$ cat src/rtl/vec_chunk_buffer.sv
// Ping-pong int8 vector buffer: serial fill into one bank while the other is served as WorkingRegs-wide chunks.
// Zero-latency read mux; writer is held off (wr_ready_out=0) only while both banks hold unread vectors.
module vec_chunk_buffer #(
    parameter int InVecLength = 16,
    parameter int WorkingRegs = 4
) (
    input  logic                               clk_in,
    input  logic                               rst_n_in,
    input  logic                               wr_valid_in,
    input  logic signed [7:0]                  wr_data_in,
    output logic                               wr_ready_out,
    input  logic                               req_chunk_in,
    input  logic                               req_chunk_ptr_rst,
    input  logic                               vec_done_in,
    output logic signed [WorkingRegs-1:0][7:0] out_data,
    output logic                               out_data_ready,
    output logic                               err_underflow_out
);

    localparam int Chunks = InVecLength / WorkingRegs;
    localparam int CW     = (Chunks > 1) ? $clog2(Chunks) : 1;
    localparam int IW     = (InVecLength > 1) ? $clog2(InVecLength) : 1;

    logic [1:0][InVecLength-1:0][7:0] bank_q, bank_d;
    logic [1:0]                       full_q, full_d;
    logic                             wr_bank_q, wr_bank_d;
    logic                             rd_bank_q, rd_bank_d;
    logic [IW-1:0]                    wr_idx_q, wr_idx_d;
    logic [CW-1:0]                    rd_chunk_q, rd_chunk_d;
    logic                             err_q, err_d;

    logic wr_accept;
    logic wr_last;
    logic rd_full;
    logic done_ok;

    assign wr_ready_out      = ~full_q[wr_bank_q];
    assign wr_accept         = wr_valid_in & wr_ready_out;
    assign wr_last           = (wr_idx_q == IW'(InVecLength - 1));
    assign rd_full           = full_q[rd_bank_q];
    assign done_ok           = vec_done_in & rd_full;
    assign out_data_ready    = rd_full;
    assign err_underflow_out = err_q;

    always_comb begin
        bank_d     = bank_q;
        full_d     = full_q;
        wr_bank_d  = wr_bank_q;
        rd_bank_d  = rd_bank_q;
        wr_idx_d   = wr_idx_q;
        rd_chunk_d = rd_chunk_q;
        err_d      = err_q | (vec_done_in & ~rd_full);

        if (wr_accept) begin
            bank_d[wr_bank_q][wr_idx_q] = wr_data_in;
            if (wr_last) begin
                full_d[wr_bank_q] = 1'b1;
                wr_bank_d         = ~wr_bank_q;
                wr_idx_d          = '0;
            end else begin
                wr_idx_d = wr_idx_q + IW'(1);
            end
        end

        // The write bank is never full on accept and the read bank is full on release,
        // so these two full-flag updates always touch different banks.
        if (done_ok) begin
            full_d[rd_bank_q] = 1'b0;
            rd_bank_d         = ~rd_bank_q;
            rd_chunk_d        = '0;
        end else if (req_chunk_ptr_rst) begin
            rd_chunk_d = '0;
        end else if (req_chunk_in) begin
            rd_chunk_d = (rd_chunk_q == CW'(Chunks - 1)) ? '0 : rd_chunk_q + CW'(1);
        end
    end

    always_comb begin
        out_data = '0;
        for (int i = 0; i < WorkingRegs; i++) begin
            out_data[i] = bank_q[rd_bank_q][IW'(int'(rd_chunk_q) * WorkingRegs + i)];
        end
    end

    always_ff @(posedge clk_in) begin
        if (!rst_n_in) begin
            bank_q     <= '0;
            full_q     <= '0;
            wr_bank_q  <= 1'b0;
            rd_bank_q  <= 1'b0;
            wr_idx_q   <= '0;
            rd_chunk_q <= '0;
            err_q      <= 1'b0;
        end else begin
            bank_q     <= bank_d;
            full_q     <= full_d;
            wr_bank_q  <= wr_bank_d;
            rd_bank_q  <= rd_bank_d;
            wr_idx_q   <= wr_idx_d;
            rd_chunk_q <= rd_chunk_d;
            err_q      <= err_d;
        end
    end

endmodule

$ cat config.mk
export PLATFORM = sky130hd
export DESIGN_NAME = vec_chunk_buffer
export DESIGN_NICKNAME = d
export VERILOG_FILES = /design/src/rtl/vec_chunk_buffer.sv
export SDC_FILE = /design/constraint.sdc
export NUM_CORES = 1
export LEC_CHECK = 0
export ABC_AREA = 1
export CAP_MARGIN = 30
export CORE_ASPECT_RATIO = 1.4
export CORE_UTILIZATION = 45
export CTS_CLUSTER_DIAMETER = 100
export CTS_CLUSTER_SIZE = 10
export DETAILED_ROUTE_END_ITERATION = 6
export GPL_TIMING_DRIVEN = 0
export SLEW_MARGIN = 20
export SYNTH_ARGS = -nofsm -noshare
export SYNTH_HDL_FRONTEND = slang
export SYNTH_SLANG_ARGS = --single-unit
$ cat constraint.sdc
create_clock -name clk_in -period 1.84 [get_ports clk_in]
set_clock_uncertainty 0.15 [all_clocks]
set_input_delay 0.184 -clock clk_in [delete_from_list [all_inputs] [get_ports clk_in]]
set_output_delay 0.184 -clock clk_in [all_outputs]
set_load 0.02 [all_outputs]
==> results of run 1 <==
## layout make-up
class	instances	area, um^2
sequential	267	5360
tap	370	463
buffer	124	1010
clock inverter	1	5.00
clock buffer	31	776
inverter	50	200
timing repair buffer	89	950
fill	2748	11800
multi-input combinational	1485	7020
## layer usage
metal	global-route usage [%]	part of all wire [%]	up-vias
li1	-	-	6335
met1	42.8	38	6150
met2	61.5	47	610
met3	4.51	7.3	213
met4	24.9	7.2	0
met5	0	0	-
## kinds of logic after synthesis
logic type                 Yosys count
buffers and inverters              174
adders and majority gates            5
AOI/OAI and AO/OA                  349
and+or+nand+nor                   1130
DFF                                267
## worst max-delay path by stage
stage          depth (start not counted)                     start                       to  slack [ns]
2_1_floorplan                          7  wr_idx_q[0]$_SDFFE_PN0P_  bank_q[48]$_SDFFE_PN0P_        0.20
3_3_place_gp                           8    rd_bank_q$_SDFFE_PN0P_              out_data[7]       -1.36
3_5_place_dp                           8    rd_bank_q$_SDFFE_PN0P_              out_data[7]       -1.34
4_1_cts                               10    rd_bank_q$_SDFFE_PN0P_             out_data[13]       -0.57
5_1_grt                               10    rd_bank_q$_SDFFE_PN0P_             out_data[13]       -0.65
6_report                              10    rd_bank_q$_SDFFE_PN0P_              out_data[8]       -0.61
## registers in the layout, indices dropped and copies added (netlist names)
| register | count |
|---|---|
| bank_q | 256 |
| err_underflow_out | 1 |
| full_q | 2 |
| rd_bank_q | 1 |
| rd_chunk_q | 2 |
| wr_bank_q | 1 |
| wr_idx_q | 4 |
## tightest hold or removal path, delay by kind of cell
family | cells | cell delay [ns]
AO/OA/AOI/OAI | 2 | 0.24
buffers and inverters | 1 | 0.30
## through the flow
step	cells	hold slack [ns]	TNS, ns	power (mW)
floorplan	1925	0.192	0	6.52
global placement	2334	0.294	-126.07	7.01
detailed placement	2340	0.302	-106.36	7.03
CTS	2393	0.0000209	-17.10	12.3
global route	2417	0.0539	-19.55	12.7
finish	2417	0.0418	-17.70	12.4
## power groups by stage
stage / registers (mW) / logic, mW / clock network, mW
after floorplan: 5.98 / 0.543 / 0
after global placement: 5.98 / 1.02 / 0
after detailed placement: 5.98 / 1.04 / 0
after CTS: 5.86 / 1.14 / 5.32
after global routing: 5.87 / 1.28 / 5.53
final: 5.87 / 1.23 / 5.27
## placed cells by master, fill, tap and decap left out, drive strengths merged
cell type / n
ha: 5
clkinv: 3
clkdlybuf4s50: 4
o21ai: 334
nand2: 307
nand3: 80
o21a: 1
a21oi: 14
dlygate4sd2: 1
clkbuf: 99
dfxtp: 267
inv: 47
buf: 136
nor2: 741
nor3: 2
dlygate4sd3: 3
nand4: 1
clkdlybuf4s15: 1
clkinvlp: 1
## repair_timing
action / 4_1_cts / 5_1_grt
pin swaps: 28 / 23
setup buffers: 12 / 21
hold buffers: 3 / 0
endpoints found under the setup margin: 199 / 219
gates cloned: 6 / 2
gates resized for setup: 529 / 88
hold endpoints to repair: 2 / 0
==> results.yml, run 1 <==
worst_setup_path:
  critical_path.max_stage_delay_ns: 0.39
  rrSetupSlack_ns: 0.04
  crit_path_max_fanout: 10
  worstPathCellList: "buf_12, buf_16, buf_8, nor2_1, nor2_1, o21ai_2, o21ai_2, nand2_2, nand2_2, buf_6"
  crit_buf_inv: 4
  reg2reg_depth: 10
  end_kind: "output port"
  r2r-end: "rd_chunk_q[0]$_SDFFE_PP0P_"
  worstSetupStartpointType: "register"
  crit_type: "reg -> out"
  r2r-start: "rd_bank_q$_SDFFE_PN0P_"
  cp.arrival_ns: 2.12
  crit_required_ns: 1.51
  cp_top_family: "buffers and inverters"
  critPathSlowestCell: "dfxtp_4"
logic_synthesis:
  netlist_instances: 1925
  synth_compound_area_share_pct: 13.9
  synth_top_area_share_pct: 42.5
  synth_seq_cells: 267
  synth_ff_type: "dfxtp_1"
  synth_xor_area_share_pct: 0
  synthSimpleGateAreaFrac_pct: 37.1
  ys_warn_count: 0
  ys_types: 29
  ys_top_cells_by_area: "dfxtp_1 42%, nor2_1 21%, o21ai_0 13%"
  ys_seq_area_share_pct: 42.5
  synth_top_area_cell: "dfxtp_1"
  synthAdderAreaFrac_pct: 0.497
  synth_edf_count: 0
  yosysMostFrequentCell: "nor2_1"
  syn_avg_cell_area_um2: 6.54
  syn_area_um2: 12600
  async_flop_share_pct: 0
  synth_mux_area_share_pct: 0
  syn-num-nets: 1944
  synth_top_family_by_area: "simple AND/OR/NAND/NOR gates"
  yosys-top-cells-count: "706 x nor2_1, 316 x o21ai_0, 306 x nand2_1"
power:
  p_leak_nw: 6.76
  p_per_area_nw_per_um2: 784
  p_int_mw: 9.12
  power.share.clock_pct: 42.6
  comb_power_share_pct: 10.0
  seqPwrFrac_pct: 47.4
  ir_drop_mv: 0.733
  sw_frac_of_total_pct: 26.3
  p_sw_mw: 3.26
drt:
  drcViolationCount: 0
  routedWlPerCell_um: 21.4
  ant_nets: 0
  via_per_inst: 5.51
  drt_iter0_drc: 1340
  dr.pass1.iters: 6
  vias: 13300
  wirelength_um: 51700
floorplan:
  chipHeight_um: 200
  io_pins: 49
  core.rowCount: 72
  start_util_pct: 45.7
  dieWidth_um: 143
  core_um2: 27600
  die_area_um2: 28700
grt:
  overflow: 0
  grt_pass1_vias: 12300
  grt_antenna_before_repair: 0
  grt_start_max_net_pins: 15
  grt_pass1_wl_um: 75100
  grt_use_total_pct: 36.3
placed_design:
  placed_area_um2: 13500
  portBuffers: 39
  pre_cts_ws_ns: -1.34
  post-dp-hpwl_um: 35700
  place.gp.congestion: 0.962
finish:
  syn_to_final_growth_pct: 25.4
  antenna_cells: 0
  final_util_pct: 57.2
  fin_nets: 2066
  layout-drive-gt1-share_pct: 18.6
  final_area_um2: 15800
run_status:
  failed_checks: "setup timing"
  status: "finished, violations left"
sta:
  max_freq_ghz: 0.407
  slew_headroom_pct: 28.4
  fin_crit_sh_pct: 133
  slew_viol_final: 0
  grt_setup_unrepaired: "true"
  tightest_slew_ns: 1.07
  layout_setup_ws_ns: -0.614
  setup-violations-final: 33
  hold_viol: 0
  fin_crit_ns: 2.45
clock_network:
  cts_tree: "built"
  clk_path_buf_depth: 3
  clk_latency_ns: 0.57
  clockRootBuffer: "clkbuf_16"
  cts-buffers-inserted: 30
  clock-sinks: 267
  cts-htree-levels: 1
  path_clk_slew_ns: 0.06
min_path:
  whs_endpoint: "wr_idx_q[0]$_SDFFE_PN0P_"
  min_from: "rst_n_in"
  holdPathStages: 3
  min_path_type: "in -> reg"
flow_run:
  maxCapViolCount: 0
No activity file was read; power rests on OpenSTA's default activity.
==> run 2, diff against run 1 <==
--- a/config.mk
+++ b/config.mk
@@ -17,3 +17,4 @@
 export SYNTH_ARGS = -nofsm -noshare
 export SYNTH_HDL_FRONTEND = slang
 export SYNTH_SLANG_ARGS = --single-unit
+export TNS_END_PERCENT = 50
==> run 2 against run 1 <==
Register-to-register slack hardly changed. Combinational power about the same. The flow finishes with violations (DRC, setup timing). Clock-buffer cell count is the same. Fmax decreased by 0.45%. Sequential cell count unchanged. Critical path depth is the same. Clock power about the same. Highest routed layer unchanged. Core utilization down 0.20 points. Via count is 0.85% lower. Largest power group unchanged.
==> results.yml, run 2 (synthesized netlist as in run 1, its figures left out) <==
drt:
  vias: 13200
  drcViolationCount: 1
  routedWlPerCell_um: 21.4
  drt_iter0_drc: 1187
  via_per_inst: 5.48
  ant_nets: 0
  wirelength_um: 51500
  dr.pass1.iters: 7
power:
  ir_drop_mv: 0.741
  p_per_area_nw_per_um2: 787
  sw_frac_of_total_pct: 26.4
  p_sw_mw: 3.26
  report.power.total_mw: 12.4
  seqPwrFrac_pct: 47.4
  comb_power_share_pct: 9.8
  power.share.clock_pct: 42.8
  p_int_mw: 9.11
  p_leak_nw: 6.73
sta:
  hold_viol: 0
  fin_crit_sh_pct: 134
  grt_setup_unrepaired: "true"
  slew_viol_final: 0
  layout_setup_ws_ns: -0.625
  max_freq_ghz: 0.406
  setup-violations-final: 40
  tightest_slew_ns: 1.06
  fin_crit_ns: 2.47
  slew_headroom_pct: 29.4
grt:
  grt_pass1_wl_um: 74600
  overflow: 0
  grt_pass1_vias: 12300
  grt_start_max_net_pins: 15
  grt_antenna_before_repair: 0
  grt_use_total_pct: 36.1
clock_network:
  cts-htree-levels: 1
  cts_tree: "built"
  clock-sinks: 267
  clk_path_buf_depth: 3
  clk_latency_ns: 0.58
  path_clk_slew_ns: 0.06
  clockRootBuffer: "clkbuf_16"
  cts-buffers-inserted: 30
worst_setup_path:
  rrSetupSlack_ns: 0.05
  cp.arrival_ns: 2.13
  crit_path_max_fanout: 6
  worstSetupStartpointType: "register"
  end_kind: "output port"
  crit_required_ns: 1.51
  crit_type: "reg -> out"
finish:
  fin_nets: 2057
  layout-drive-gt1-share_pct: 18.3
  final_util_pct: 57.0
  syn_to_final_growth_pct: 24.9
  final_cell_mix: "673 x nor2_1, 267 x nand2_1, 262 x dfxtp_1"
  largest_reg_flops: 256
  layout_commonest_cell: "nor2_1"
  antenna_cells: 0
  post_layout_nonfiller_instances: 2408
  top_register: "bank_q"
  reg_top3: "bank_q (256), wr_idx_q (4)"
floorplan:
  start_util_pct: 45.7
  io_pins: 49
  core.rowCount: 72
  chipHeight_um: 200
  die_area_um2: 28700
  core_um2: 27600
  dieWidth_um: 143
run_status:
  status: "finished, violations left"
  failed_checks: "DRC, setup timing"
flow_run:
  maxCapViolCount: 0
placed_design:
  post-dp-hpwl_um: 35700
  placed_cells: 2340
  portBuffers: 39
  place.gp.congestion: 0.962
min_path:
  min_path_type: "in -> reg"
[run 2: cell count changes in the layout (fill, tap and decap cells not counted), sizes merged]
cell / before / now
buf: 136 / 129
clkbuf: 99 / 100
clkdlybuf4s15: 1 / 2
clkinvlp: 1 / 0
dlygate4sd2: 1 / 0
dlygate4sd3: 3 / 0
dlymetal6s2s: 0 / 1
inv: 47 / 48
nor2: 741 / 740
[run 2: timing repair]
item                       CTS  global route
gates cloned                 5             3
hold buffers                 0             0
hold endpoints to repair     0             0
setup endpoints to repair  199           260
pin swaps                   26            22
buffers inserted            11            16
gates resized for setup    519           101
[run 2: worst max-delay path, stage by stage (launching register included)]
cell and delay [ns]:
dfxtp_4 0.39, buf_12 0.13, buf_12 0.15, clkbuf_16 0.18
nor2_1 0.05, nor2_1 0.09, o21ai_1 0.09, o21ai_1 0.14
nand2_1 0.10, nand2_2 0.10, buf_6 0.12
[run 2: power by group through the flow]
stage | Sequential, mW | Clock, mW | Combinational, mW
global route | 5.87 | 5.53 | 1.27
global placement | 5.98 | 0 | 1.02
detailed placement | 5.98 | 0 | 1.04
finish | 5.87 | 5.29 | 1.22
floorplan | 5.98 | 0 | 0.543
CTS | 5.86 | 5.32 | 1.13
[run 2: cell type report]
type	count	area (um^2)
buffer	124	1010
clock buffer	31	776
clock inverter	1	5.00
fill	2751	11800
inverter	50	199
multi-input combinational	1484	7020
sequential	267	5360
tap	370	463
timing repair buffer	81	900
[run 2: through the flow]
step           cell area (um^2)  hold WS [ns]  setup TNS (ns)  setup WS [ns]
2_1_floorplan             12600         0.192               0          0.200
3_3_place_gp              13400         0.294         -126.07          -1.36
3_5_place_dp              13500         0.302         -106.36          -1.34
4_1_cts                   15200       0.00745          -17.57         -0.572
5_1_grt                   15700        0.0540          -19.78         -0.649
6_report                  15700        0.0245          -18.10         -0.625
[run 2: worst paths after layout]
kind,cells past startpoint,endpoint,from
worst max-delay path,10,out_data[14],rd_bank_q$_SDFFE_PN0P_
worst min-delay path,3,wr_idx_q[0]$_SDFFE_PN0P_,rst_n_in
worst max register to register,10,rd_chunk_q[0]$_SDFFE_PP0P_,rd_bank_q$_SDFFE_PN0P_
worst min register to register,1,err_underflow_out$_SDFF_PN0_,err_underflow_out$_SDFF_PN0_
[run 2: metal layers]
| layer | share of wire [%] | GRT usage (%) | up-vias |
|---|---|---|---|
| li1 | - | - | 6325 |
| met1 | 39 | 42.6 | 6086 |
| met2 | 47 | 61.0 | 576 |
| met3 | 6.8 | 4.44 | 208 |
| met4 | 7.5 | 25.1 | 0 |
| met5 | 0 | 0 | - |
==> variant 1 (settings of run 2) <==
Put one more register stage on the output `err_underflow_out`, cleared by the reset. The value now appears one clock later. The other outputs are not delayed to match.
--- a/src/rtl/vec_chunk_buffer.sv
+++ b/src/rtl/vec_chunk_buffer.sv
@@ -42,3 +42,9 @@
     assign out_data_ready    = rd_full;
-    assign err_underflow_out = err_q;
+    always_ff @(posedge clk_in) begin
+        if (!rst_n_in) begin
+            err_underflow_out <= '0;
+        end else begin
+            err_underflow_out <= err_q;
+        end
+    end
 
Check against the original RTL: not equivalent (a bounded check fails within 4 cycles, from zero or initial values and one cycle with rst_n_in low).
==> variant 1 against run 2 <==
  * The flow still finishes with violations (DRC, setup timing)
  * Wire length shrank 2.9%
  * Via count shrank 0.83%
  * Worst setup slack gained 0.036 ns
  * Total power grew 0.12%
  * Clock power grew 0.9%
  * Synthesized area shrank 1.0%
  * Sequential cell count grew 1
  * Sequential share of layout area shrank 0.10 points
  * Final area grew 0.67%
  * Highest routed layer unchanged
==> variant 1: results (changes against run 2) <==
- Number of unique standard cell types used by synthesis: 25 (-14%)
- Final TNS setup: -16.68 ns (+1.42 ns)
- In this run the worst setup path terminates at out_data[5].
* Drt via density: 5.40 (-1.5%)
- The checks that failed: DRC, setup timing.
* Max stage delay on crit path: 0.44 ns (+0.05 ns)
* Final RePlAce weighted congestion: 0.997 (+3.7%)
- Cell depth of the worst flop-to-flop path: 8 (-2)
- The share of cells above drive strength 1 is 17.9% (-0.44 points).
* Routed wire per std cell: 20.6 µm (-3.5%)
- The smallest setup slack after layout came to -0.589 ns (+0.0359 ns).
- Setup-failing EPs final: 37 (-7.5%)
- The violation count after the first detailed-route iteration was 1055 (-11%).
* First-pass GRT wire length: 72.8 mm (-2.4%)
* Fraction of the mapped netlist area in adder cells: 0.502% (+0.0051 points)
- The number of setup buffers added after CTS is 9 (-2).
- Port bufs: 40 (+2.6%)
* Transition at the pin with the smallest max-transition slack: 1.03 ns (-0.0294 ns)
* Worst Hold Path EP: bank_q[46]$_SDFFE_PN0P_
- Worst IR drop on VDD: 0.000739 V (-0.28%)
* Crit Reg-Reg Endpoint: rd_bank_q$_SDFFE_PN0P_
- Register-to-register setup slack: 0.01 ns (-0.04 ns)
- Ranked by total cell area, the synthesized netlist is headed by sky130_fd_sc_hd__dfxtp_1, sky130_fd_sc_hd__nor2_1, sky130_fd_sc_hd__o21ai_0, sky130_fd_sc_hd__nand2_1, sky130_fd_sc_hd__nand3_1.
- All-Layer GR Usage: 35.4% (-0.67 points)
* DRC violations left: 3 (+2)
* Crit path DAT: 2.10 ns (-0.03 ns)
- Average footprint of a synthesized cell: 6.46 µm² (-1.2%)
- Run status: finished with violations
## variant 1: cell types whose count changed in the layout (fill, tap and decap cells not counted), sizes merged, moves of 2 or more
cell | before | now
buf | 129 | 140
clkbuf | 100 | 105
clkinvlp | 0 | 5
inv | 48 | 44
clkdlybuf4s15 | 2 | 5
clkinv | 3 | 1
nand2 | 307 | 309
## variant 1: area by class of cell
cell class	instances	area share (%)
multi-input cells	1486	43.9
well taps	365	2.88
repair buffers	100	6.47
flip-flops and latches	268	34.0
clock buffers	32	4.99
plain buffers	124	6.45
inverters	50	1.37
## variant 1: worst max-delay path, delay by kind of cell, from the launching register on
family	cells	cell delay (ns)
AOI/OAI and AO/OA	2	0.20
buffers and inverters	3	0.43
DFF	1	0.44
and+or+nand+nor	4	0.44
## variant 1: power by group
part	internal (W)	switching, W
Sequential	0.00586	0.0000338
Clock	0.00297	0.00237
Combinational	0.000352	0.000813
Total	0.00917	0.00321
## variant 1: kinds of logic (layout without fill, tap and decap cells)
kind of cell,after synthesis,in the layout
buffers and inverters,174,306
AOI/OAI and AO/OA,348,348
and+or+nand+nor,1133,1133
DFF,268,268
adders and majority gates,5,5
## variant 1: through the flow
stage	setup WS (ns)	total power [W]	hold WS (ns)	utilization (%)	area, µm²
after detailed placement	-1.44	0.00699	0.303	49.6	13400
after floorplan	0.0285	0.00652	0.189	-	12500
after global routing	-0.611	0.0127	0.109	58.6	15800
after CTS	-0.614	0.0123	0.0877	55.2	14900
after global placement	-1.46	0.00697	0.295	49.3	13300
final	-0.589	0.0124	0.0955	58.6	15800
## variant 1: routing by layer
layer  vias up  wire (µm)  global-route usage [%]
li1       6349          -                       -
met1      6041      19600                    41.6
met2       525      23500                    60.8
met3       171       3510                    4.84
met4         0       3460                    21.7
met5         -          0                       0
==> variant 2 (settings of run 2) <==
Without the edit above. `WorkingRegs`: 4 -> 8.
--- a/src/rtl/vec_chunk_buffer.sv
+++ b/src/rtl/vec_chunk_buffer.sv
@@ -4,3 +4,3 @@
     parameter int InVecLength = 16,
-    parameter int WorkingRegs = 4
+    parameter int WorkingRegs = 8
 ) (
Interface: changed (resized out_data); port bits go from 49 to 81. The function was not compared with the original's and may differ.
==> variant 2 against run 2 <==
  * Non-clock buffer count rose by 17
  * Synthesized area fell by 12%
  * Sequential power fell by 6.3%
  * Final area fell by 7.4%
  * Die area fell by 12%
  * Total power fell by 7.3%
  * Worst setup slack improved by 0.30 ns
  * First-iteration DRC count fell by 22%
  * Sequential cell count fell by 17
  * The flow finishes with violations (setup timing)
  * Wire length fell by 14%
==> variant 2: results (changes against run 2) <==
- Crit path DAT: 1.83 ns (-0.30 ns)
- The overall fraction of global-route tracks in use is 34.4% (-1.6 points).
* Worst IR drop on VDD: 0.000985 V (+33%)
* Total Wirelength: 44.1 mm (-14%)
* Fin worst setup slack: -0.327 ns (+0.299 ns)
- The largest net degree at the start of global routing came to 14 (-1).
- The total via count in the routed design came to 11.7k (-11%).
- Half-perimeter wire length after detailed placement: 28.9 mm (-19%)
- The post-synthesis sequential area ratio was 45.1% (+2.6 points).
- Cells after Synth: 1657 (-14%)
* Launch point of the worst reg-to-reg path: wr_idx_q[2]$_SDFFE_PN0P_
- Clock latency on the worst-skew pair: 0.55 ns (-0.03 ns)
- Setup-failing EPs final: 66 (+65%)
- Compound-Gate Fraction of Synth Area: 14.1% (+0.16 points)
- Non-filler cells, final: 2115 (-12%)
- After synthesis, the cell types taking the most area are sky130_fd_sc_hd__dfxtp_1, sky130_fd_sc_hd__nor2_1, sky130_fd_sc_hd__o21ai_0, sky130_fd_sc_hd__nand2_1, sky130_fd_sc_hd__o22ai_1.
- Leakage power figure: 6.15 nW (-8.6%)
* Slew margin rel.: 29.7% (+0.26 points)
* Initial DRC count: 920 (-22%)
- The via count of the first global-routing pass was 11.0k (-11%).
- The share of cells above drive strength 1 was 19.1% (+0.81 points).
- Final RePlAce weighted congestion: 0.945 (-1.7%)
* Pre-antenna DRT Iters: 5 (-2)
- Largest registers: bank_q x240, wr_idx_q x4, full_q x2
- Crit-path max FO: 7 (+1)
- The number of library cell types mapped by synthesis came to 26 (-10%).
- Primary flip-flop cell chosen by synthesis mapping: sky130_fd_sc_hd__dfxtp_1
- The checks that failed: setup timing.
- Max stage delay on crit path: 0.45 ns (+0.06 ns)
- The run finished, with violations left.
- The worst-case setup slack after placement came to -1.37 ns (-0.0333 ns).
- First-pass GRT wire length: 65.0 mm (-13%)
- The post-layout net count was 1824 (-11%).
- Number of buffers created by CTS: 28 (-6.7%)
- Top cells by instance count after synthesis: sky130_fd_sc_hd__nor2_1, sky130_fd_sc_hd__dfxtp_1, sky130_fd_sc_hd__nand2_1, sky130_fd_sc_hd__o21ai_0, sky130_fd_sc_hd__clkbuf_1
* Share of the synthesized netlist area taken by xor and xnor gates: 0.158% (+0.16 points)
==> variant 2: path summary, 6_finish.rpt <==
kind                                                endpoint  slack [ns]  cells past startpoint
worst max-delay path                            out_data[63]       -0.33                      5
worst min-delay path                wr_idx_q[1]$_SDFFE_PN0P_        0.03                      3
worst max register to register      bank_q[191]$_SDFFE_PN0P_        0.04                      6
worst min register to register  err_underflow_out$_SDFF_PN0_        0.31                      1
==> variant 2: final cells by class <==
type                       count  area, µm²
buffer                       101        963
inverter                      42        194
timing repair buffer         121       1160
fill                        2280       9510
tap                          310        388
clock buffer                  29        726
sequential                   250       5010
multi-input combinational   1262       6110
==> variant 2: stage by stage <==
stage | setup TNS (ns) | hold WS [ns]
detailed placement | -176.65 | 0.303
global placement | -181.36 | 0.297
global route | -19.04 | 0.0213
floorplan | 0 | 0.185
CTS | -20.70 | 0.00439
finish | -17.00 | 0.0264
==> variant 2: logic make-up (layout without fill, tap and decap cells) <==
kind of cell	Yosys count	count (layout)
simple gates	958	958
flops	250	250
compound gates	298	298
fa+ha+maj	4	4
xor+xnor	2	2
buf+inv	145	293
==> variant 2: metal layers <==
metal	part of all wire (%)	wire, µm	global-route usage (%)	up-vias
li1	-	-	-	5617
met1	39	17400	43.6	5513
met2	48	21200	56.9	468
met3	7.5	3330	3.76	124
met4	5.1	2250	18.8	0
met5	0	0	0	-
==> variant 2: power breakdown <==
part           internal (W)  total, W  switching, W
Clock               0.00274   0.00489       0.00215
Combinational      0.000354   0.00108      0.000730
Sequential          0.00546   0.00550     0.0000340
Total               0.00856    0.0115       0.00291
==> variant 2: worst min-delay path: cells and delay by family <==
family,cells,cell delay (ns)
buffers and inverters,1,0.28
AOI/OAI and AO/OA,2,0.21
==> variant 2: timing repair <==
item                                    4_1_cts  5_1_grt
pin swaps                                    15       28
cloned                                        3        6
endpoints found under the setup margin      259      305
setup buffers                                14       11
resized for setup                           550      189
